==> src/rtl/vtisa_pkg.sv <==
// Shared ISA definitions: opcode encodings and execution-unit state type.
package vtisa_pkg;

    localparam logic [4:0] OP_LI   = 5'd0;
    localparam logic [4:0] OP_ADDI = 5'd1;
    localparam logic [4:0] OP_ADD  = 5'd2;
    localparam logic [4:0] OP_SUB  = 5'd3;
    localparam logic [4:0] OP_AND  = 5'd4;
    localparam logic [4:0] OP_OR   = 5'd5;
    localparam logic [4:0] OP_XOR  = 5'd6;
    localparam logic [4:0] OP_SHL  = 5'd7;
    localparam logic [4:0] OP_SHR  = 5'd8;
    localparam logic [4:0] OP_LD   = 5'd9;
    localparam logic [4:0] OP_ST   = 5'd10;

    typedef enum logic [1:0] {
        IDLE = 2'd0,
        WB   = 2'd1,
        MEM  = 2'd2
    } state_t;

endpackage

==> src/rtl/exec_alu.sv <==
// Combinational ALU: result, carry/borrow and zero for the register-class opcodes.
module exec_alu
    import vtisa_pkg::*;
#(
    parameter int DATA_W = 8,
    parameter int IMM_W  = 3
) (
    input  logic [4:0]        opcode,
    input  logic [IMM_W-1:0]  imm,
    input  logic [DATA_W-1:0] reg_data,
    input  logic [DATA_W-1:0] acc,
    output logic [DATA_W-1:0] result,
    output logic              carry,
    output logic              zero,
    output logic              is_alu
);

    logic [DATA_W-1:0] imm_ext;
    logic [DATA_W:0]   sum_imm;
    logic [DATA_W:0]   sum_reg;
    logic [DATA_W:0]   diff;

    assign imm_ext = DATA_W'(imm);
    assign sum_imm = {1'b0, acc} + {1'b0, imm_ext};
    assign sum_reg = {1'b0, acc} + {1'b0, reg_data};
    // Top bit of the widened difference is the unsigned borrow (acc < reg_data).
    assign diff    = {1'b0, acc} - {1'b0, reg_data};

    // Opcode decode and result/flag selection.
    always_comb begin
        result = '0;
        carry  = 1'b0;
        is_alu = 1'b1;
        case (opcode)
            OP_LI:   result = imm_ext;
            OP_ADDI: {carry, result} = sum_imm;
            OP_ADD:  {carry, result} = sum_reg;
            OP_SUB:  {carry, result} = diff;
            OP_AND:  result = acc & reg_data;
            OP_OR:   result = acc | reg_data;
            OP_XOR:  result = acc ^ reg_data;
            OP_SHL: begin
                result = {acc[DATA_W-2:0], 1'b0};
                carry  = acc[DATA_W-1];
            end
            OP_SHR: begin
                result = {1'b0, acc[DATA_W-1:1]};
                carry  = acc[0];
            end
            default: is_alu = 1'b0;
        endcase
        zero = (result == '0);
    end

endmodule

==> src/rtl/exec_unit.sv <==
// Execution unit: runs ALU ops in one writeback cycle, LD/ST through a
// req/ack memory handshake with timeout, flags illegal opcodes as errors.
module exec_unit
    import vtisa_pkg::*;
#(
    parameter int DATA_W      = 8,
    parameter int ADDR_W      = 8,
    parameter int IMM_W       = 3,
    parameter int MEM_TIMEOUT = 15
) (
    input  logic              clk,
    input  logic              reset,
    input  logic              instr_valid,
    output logic              instr_ready,
    input  logic [4:0]        opcode,
    input  logic [IMM_W-1:0]  imm,
    input  logic [DATA_W-1:0] reg_data,
    input  logic [DATA_W-1:0] acc,
    input  logic [ADDR_W-1:0] pc,
    output logic              mem_req,
    output logic              mem_we,
    output logic [ADDR_W-1:0] mem_addr,
    output logic [DATA_W-1:0] mem_wdata,
    input  logic [DATA_W-1:0] mem_rdata,
    input  logic              mem_ack,
    output logic              acc_we,
    output logic [DATA_W-1:0] new_acc,
    output logic              carry,
    output logic              zero,
    output logic              done,
    output logic              err
);

    localparam int CNT_W = $clog2(MEM_TIMEOUT + 1);
    localparam logic [CNT_W-1:0] CNT_LAST = CNT_W'(MEM_TIMEOUT - 1);

    state_t            state;
    logic [CNT_W-1:0]  cnt;
    logic              is_ld;
    logic [DATA_W-1:0] acc_q;

    logic [DATA_W-1:0] alu_result;
    logic              alu_carry;
    logic              alu_zero;
    logic              alu_valid;

    // The ALU sees the operands on the accepting edge; its result is latched
    // there, which equals computing from captured operands one cycle later.
    exec_alu #(
        .DATA_W (DATA_W),
        .IMM_W  (IMM_W)
    ) u_alu (
        .opcode   (opcode),
        .imm      (imm),
        .reg_data (reg_data),
        .acc      (acc),
        .result   (alu_result),
        .carry    (alu_carry),
        .zero     (alu_zero),
        .is_alu   (alu_valid)
    );

    assign instr_ready = (state == IDLE);
    assign mem_addr    = (state == MEM) ? ADDR_W'(acc_q) : pc;

    // Control FSM with registered handshake, writeback and flag outputs.
    always_ff @(posedge clk) begin
        if (reset) begin
            state     <= IDLE;
            cnt       <= '0;
            is_ld     <= 1'b0;
            acc_q     <= '0;
            mem_req   <= 1'b0;
            mem_we    <= 1'b0;
            mem_wdata <= '0;
            acc_we    <= 1'b0;
            new_acc   <= '0;
            carry     <= 1'b0;
            zero      <= 1'b0;
            done      <= 1'b0;
            err       <= 1'b0;
        end else begin
            case (state)
                IDLE: begin
                    acc_we <= 1'b0;
                    done   <= 1'b0;
                    err    <= 1'b0;
                    if (instr_valid) begin
                        acc_q <= acc;
                        cnt   <= '0;
                        if (opcode == OP_LD || opcode == OP_ST) begin
                            state   <= MEM;
                            mem_req <= 1'b1;
                            mem_we  <= (opcode == OP_ST);
                            is_ld   <= (opcode == OP_LD);
                            if (opcode == OP_ST)
                                mem_wdata <= reg_data;
                        end else if (alu_valid) begin
                            state   <= WB;
                            acc_we  <= 1'b1;
                            done    <= 1'b1;
                            new_acc <= alu_result;
                            carry   <= alu_carry;
                            zero    <= alu_zero;
                        end else begin
                            state <= WB;
                            done  <= 1'b1;
                            err   <= 1'b1;
                        end
                    end
                end
                WB: begin
                    acc_we <= 1'b0;
                    done   <= 1'b0;
                    err    <= 1'b0;
                    state  <= IDLE;
                end
                MEM: begin
                    if (mem_ack) begin
                        mem_req <= 1'b0;
                        mem_we  <= 1'b0;
                        done    <= 1'b1;
                        state   <= WB;
                        if (is_ld) begin
                            acc_we  <= 1'b1;
                            new_acc <= mem_rdata;
                            zero    <= (mem_rdata == '0);
                        end
                    end else if (cnt == CNT_LAST) begin
                        mem_req <= 1'b0;
                        mem_we  <= 1'b0;
                        done    <= 1'b1;
                        err     <= 1'b1;
                        state   <= WB;
                    end else begin
                        cnt <= cnt + CNT_W'(1);
                    end
                end
                default: state <= IDLE;
            endcase
        end
    end

endmodule

==> config.mk <==
export PLATFORM = sky130hd
export DESIGN_NAME = exec_unit
export DESIGN_NICKNAME = d
export VERILOG_FILES = /design/src/rtl/vtisa_pkg.sv /design/src/rtl/exec_alu.sv /design/src/rtl/exec_unit.sv
export SDC_FILE = /design/constraint.sdc
export NUM_CORES = 1
export LEC_CHECK = 0
export CAP_MARGIN = 10
export CORE_MARGIN = 2
export CORE_UTILIZATION = 45
export DETAILED_ROUTE_END_ITERATION = 7
export GPL_ROUTABILITY_DRIVEN = 0
export PLACE_DENSITY = 0.72
export SYNTH_ARGS = -nofsm -noshare
export SYNTH_HDL_FRONTEND = slang
export SYNTH_SLANG_ARGS = --single-unit
==> constraint.sdc <==
create_clock -name clk -period 5.7 [get_ports clk]
set_input_delay 1.14 -clock clk [delete_from_list [all_inputs] [get_ports clk]]
set_output_delay 1.14 -clock clk [all_outputs]
set_load 0.005 [all_outputs]
* Word-level counts from Yosys, hierarchy flattened *
Index checks and enable logic that the tools add are counted.

word-level totals
  register bits after elaboration = 38
  output and inout bits = 32
  word-level logic and storage cells = 112

cells by class
  add/subtract/negate cells = 4
  equal/unequal tests = 23
  mux-type cells = 49
  bitwise logic cells = 4
  reduce and logical (&&, ||, !) cells = 19

operators with widths
  kind                                                 count
  case mux 8 bit (9 select lines)                      1
  two-way mux 8 bit                                    6
  two-way mux 1 bit                                    25
  equality test 5 x 3 -> 1 bit, second input constant  4
  logical NOT 8 bit                                    2
  case mux 8 bit (2 select lines)                      1
  AND reduction 4 bit                                  4
  equality test 5 x 4 -> 1 bit, second input constant  3
  two-way mux 4 bit                                    3
  != test 2 bit, second input constant                 6
  equality test 5 x 2 -> 1 bit, second input constant  2
  adder 8 x 3 -> 9 bit                                 1
  adder 8 x 8 -> 9 bit                                 1
  case mux 1 bit (3 select lines)                      3
  AND reduction 3 bit                                  3
  OR reduction 9 bit                                   1
  subtractor 8 x 8 -> 9 bit                            1
  AND 8 bit                                            1
  two-way mux 2 bit                                    4
  OR 8 bit                                             1
  case mux 4 bit (2 select lines)                      1
  XOR 8 bit                                            1
  != test 2 x 1 -> 1 bit, second input constant        3
  case mux 1 bit (2 select lines)                      3
  16 further kinds                                     18

* Longest topological paths before layout *
  depth in word-level cells = 7
  gate-level depth with buffers = 11
  mapped depth without buffers = 11

* Hierarchy *
A second synthesis with hierarchy kept.

unflattened totals
  cell total of the unflattened synthesis = 422
  area, all modules = 3438.3 µm²

by module, submodules not included
  module     times used  cells each  area an instance (µm²)  seq. area each (µm²)
  exec_unit  1           210         1844.3                  760.7
  exec_alu   1           212         1594.0                  0.0

* Worst setup path before layout *
Ideal clock, no wire load.

  path type = input-to-reg
  from = input port acc[0]
  to = register zero
  arrival = 3378 ps
  path slack = 2263 ps
  stages on the path = 11
  path through = inv_1 -> ha_1 -> inv_1 -> fa_1 -> mux2_1 -> and3_1 -> or4_4 -> a22oi_2 -> nand4_1 -> nor4_1 -> a31o_1

between the ends
  longest elaborated chain between the ends = 7
  elaborated cells between the ends (all ways) = 12
  those cells by class = 3 x add/sub; 5 x mux; 3 x bitwise; 1 x reduce/logical

RTL lines
  what                                               RTL line          text
  from (decl)                                        exec_unit.sv:18   input logic [DATA_W-1:0] acc,
  subtractor 8 x 8 -> 9 bit (tied with other cells)  exec_alu.sv:27    assign diff = {1'b0, acc} - {1'b0, reg_data};
  case mux 8 bit (9 select lines) *                  exec_alu.sv:34    case (opcode)
  logical NOT 8 bit *                                exec_alu.sv:52    zero = (result == '0);
  two-way mux 1 bit *                                exec_unit.sv:98   end else if (alu_valid) begin
  two-way mux 1 bit *                                exec_unit.sv:91   if (opcode == OP_LD || opcode == OP_ST) begin
  two-way mux 1 bit *                                exec_unit.sv:88   if (instr_valid) begin
  case mux 1 bit (2 select lines) *                  exec_unit.sv:83   case (state)
  to (signal assigned)                               exec_unit.sv:104  zero <= alu_zero;
  to (signal assigned)                               exec_unit.sv:127  zero <= (mem_rdata == '0);
  to (decl)                                          exec_unit.sv:29   output logic zero,

Every way passes the cells marked *; elsewhere a longest branch is shown, timed or not. The select of a mux whose other input is x is not followed.
A chain may end at the register's enable or synchronous reset.

* Final worst setup path *
Ends and elaborated chain as after synthesis.

==> flow_summary_export.csv <==
group,metric,value,unit
sta,finalClockSkew,10.0,ps
floorplanning,die-area,8330,µm²
global_routing,number_of_global_route_vias_before_repair,3380,
yosys,netlist_area,3430,µm²
sta,tns,0,ps
clock_network,cts_tree,"yes",
power,power-per-cell-area,191,nW/µm²
sta,maxSlewHeadroom,33.7,%
critical_path,critical_path_arrival,4270,ps
sta,drv_slew,0,
final_layout,signed_area_change_from_the_synthesized_netlist_to_the_final_layout,27.2,%
power,static-leakage-power,1.69,nW
routing,route.antenna.remaining_nets,0,
yosys,synth.mux.area_fraction,11.0,%
floorplanning,floorplan.die.width,91.3,µm
flow_run,max_cap_violation_count,0,
routing,totalWireLength,9990,µm
global_routing,grt_overflow,0,
final_layout,utilization,59.5,%
routing,wire_per_inst,16.6,µm
clock_network,clock-sinks,38,
yosys,total_of_flip_flops_plus_latches_after_synthesis,38,
critical_path,cpMostUsedCell,"sky130_fd_sc_hd__inv_1",
critical_path,crit_path_max_fanout,6,
floorplanning,floorplan.initialDensity,46.8,%
yosys,synth_cells,439,
final_layout,antenna-diode-count,0,
clock_network,cts_made_buffers,5,
placement,place.port_buffers,75,
yosys,synth_edf_count,0,
routing,routed-via-count,3448,
final_layout,most-common-layout-cells,"74 x sky130_fd_sc_hd__clkdlybuf4s50_1, 45 x sky130_fd_sc_hd__nor2_1, 39 x sky130_fd_sc_hd__nand2_1, 38 x sky130_fd_sc_hd__dfxtp_1",
placement,placed_area,4220,µm²
global_routing,antenna_found_initial,0,
yosys,simple_gate_fraction_of_synth_area,22.3,%
yosys,top_cell_type_by_total_area_after_synthesis,"sky130_fd_sc_hd__dfxtp_1",
critical_path,timing_worst_setup_path_type,"in2reg",
sta,final-hold-violation-count,0,
clock_network,postCtsHoldBufs,0,
yosys,yosys_warnings,0,
power,worst_case_vdd_ir_drop,0.111,mV
sta,timing.final.crit_period,4010,ps
critical_path,timing.critical_path.slowest_stage_cell,"sky130_fd_sc_hd__clkdlybuf4s50_1",
clock_network,clock_tree.htree_level_count,2,
clock_network,clk_pin_slew,90,ps
critical_path,critical_path.cell_chain,"clkdlybuf4s50_1, inv_1, ha_1, inv_1, fa_1, mux2_1, and3_1, or4_4, a22oi_2, nand4_1, nor4_1, a31o_1",
sta,tightestPinTransition,992,ps
sta,final_worst_path_cycle_share,70.4,%
global_routing,grt_pass1_wl,16300,µm
final_layout,fin_area,4360,µm²
yosys,compound_gate_fraction_of_synth_area,21.4,%
floorplanning,fp.dieH,91.3,µm
run_status,outcome,"finished, final reports clean",
yosys,largest_family_of_logic_cells_by_synthesized_area,"simple AND/OR/NAND/NOR gates",
clock_network,clk_path_buf_depth,2,
routing,first_iter_violations,253,
yosys,syn_area_per_cell,7.81,µm²
clock_network,clk_latency,300,ps
global_routing,grt_start_max_net_pins,41,
sta,fmax,249,MHz
routing,vias_per_cell,5.74,
sta,setup_viol_count_final,0,
critical_path,reg2reg_slack,2750,ps
floorplanning,core-area,7330,µm²
clock_network,postCtsResizedCells,0,
critical_path,start_kind,"input pin",
min_path,timing.hold.worst.class,"reg2reg",
placement,place_hpwl,7380,µm
floorplanning,io_pins,76,
floorplanning,num_rows,31,
sta,fin_worst_hold_slack,457,ps
final_layout,fillerInstances,671,
yosys,post-synth-top-area-fraction,22.2,%
final_layout,mostFrequentLayoutCell,"sky130_fd_sc_hd__clkdlybuf4s50_1",
clock_network,cts_setup_buffers,0,
yosys,netlist_top_cells_area,"sky130_fd_sc_hd__dfxtp_1 22%, sky130_fd_sc_hd__ha_1 12%, sky130_fd_sc_hd__a21oi_1 5.3%",
critical_path,worstSetupEndpointType,"flop",
routing,first_pass_iters,5,
final_layout,share_of_layout_cells_above_drive_strength_1,6.37,%
critical_path,cp_slowest_stage_delay,620,ps
yosys,synthXorXnorAreaFrac,2.81,%
clock_network,clk_root_buffer_cell,"sky130_fd_sc_hd__clkbuf_8",
routing,detail_route.drc_violations,0,
sta,grt_setup_unrepaired,"false",
global_routing,grt.total_usage,24.4,%
yosys,syn_nets,519,
yosys,synth_async_sr_flop_share,0,%
critical_path,worstPathRequired,5960,ps
yosys,adder_and_majority_cell_fraction_of_the_synthesized_area,13.8,%
yosys,dominantRegCellSynth,"sky130_fd_sc_hd__dfxtp_1",
yosys,synth-seq-area-share,22.2,%
yosys,synth.lib_cells_used.distinct,63,
final_layout,finalNetCount,581,
-- synthesized netlist by cell type (6+ instances only) --
library cell,number
sky130_fd_sc_hd__nor2_1,45
sky130_fd_sc_hd__nand2_1,39
sky130_fd_sc_hd__dfxtp_1,38
sky130_fd_sc_hd__a21oi_1,36
sky130_fd_sc_hd__inv_1,36
sky130_fd_sc_hd__ha_1,33
sky130_fd_sc_hd__o21ai_0,18
sky130_fd_sc_hd__nor3_1,16
sky130_fd_sc_hd__mux2i_1,14
sky130_fd_sc_hd__clkbuf_1,11
sky130_fd_sc_hd__nor2b_1,11
sky130_fd_sc_hd__mux2_2,10
sky130_fd_sc_hd__nand2b_1,10
sky130_fd_sc_hd__a22oi_1,8
sky130_fd_sc_hd__nand3_1,7
sky130_fd_sc_hd__a211oi_1,6
sky130_fd_sc_hd__buf_2,6
sky130_fd_sc_hd__xor2_1,6
-- state kept, by name (all words and copies together), names as in the netlist, 2 cells and up --
name and flops:
acc_q 8, cnt 4, mem_wdata 8, new_acc 8, state 2
-- metrics by stage --
step / setup WS, ps / std cells / total power, mW
2_1_floorplan: 2260 / 439 / 0.441
3_3_place_gp: 1430 / 593 / 0.537
3_5_place_dp: 1390 / 593 / 0.541
4_1_cts: 1720 / 601 / 0.839
5_1_grt: 1600 / 601 / 0.874
6_report: 1690 / 601 / 0.835
-- power by group --
part           switching, mW  total, mW  internal [mW]  leakage, nW
Clock                  0.109      0.295          0.187       0.0714
Sequential           0.00711      0.284          0.277        0.309
Combinational          0.136      0.255          0.119         1.31
-- worst paths after layout --
path | start | end | cells past startpoint
hold / removal | acc_q[6]$_SDFFE_PP0P_ | acc_q[6]$_SDFFE_PP0P_ | 2
setup reg to reg | state[0]$_SDFFE_PP0P_ | mem_wdata[5]$_SDFFE_PP0P_ | 8
hold reg to reg | acc_q[6]$_SDFFE_PP0P_ | acc_q[6]$_SDFFE_PP0P_ | 2
setup / recovery | acc[0] | zero$_SDFFE_PP0P_ | 12
-- critical path: cells and delay by family --
family	cells	cell delay, ps
fa+ha+maj	2	610
simple gates	4	1090
compound gates	2	330
mux	1	300
buf+inv	3	790
-- routing by layer --
layer	GRT usage (%)	up-vias	wire length (µm)
li1	-	1681	-
met3	3.82	23	612
met5	0	-	0
met2	40.2	132	4750
met1	31.1	1612	4280
met4	11.9	0	344
-- final cells by class --
cell class	count	area [µm²]	area share (%)
Tap cell	99	124	2.84
Clock buffer	6	82.6	1.89
Multi-Input combinational cell	344	2440	56.1
Sequential cell	38	761	17.4
Timing Repair Buffer	76	753	17.3
Inverter	36	135	3.10
Clock inverter	2	60.1	1.38
-- logic make-up after synthesis --
group	Yosys count
AO/OA/AOI/OAI	111
XOR/XNOR	11
adder cells (fa/ha/maj)	36
multiplexers	30
AND/OR/NAND/NOR	156
flip-flops	38
buffers and inverters	57
No activity file was read; power rests on OpenSTA's default activity.
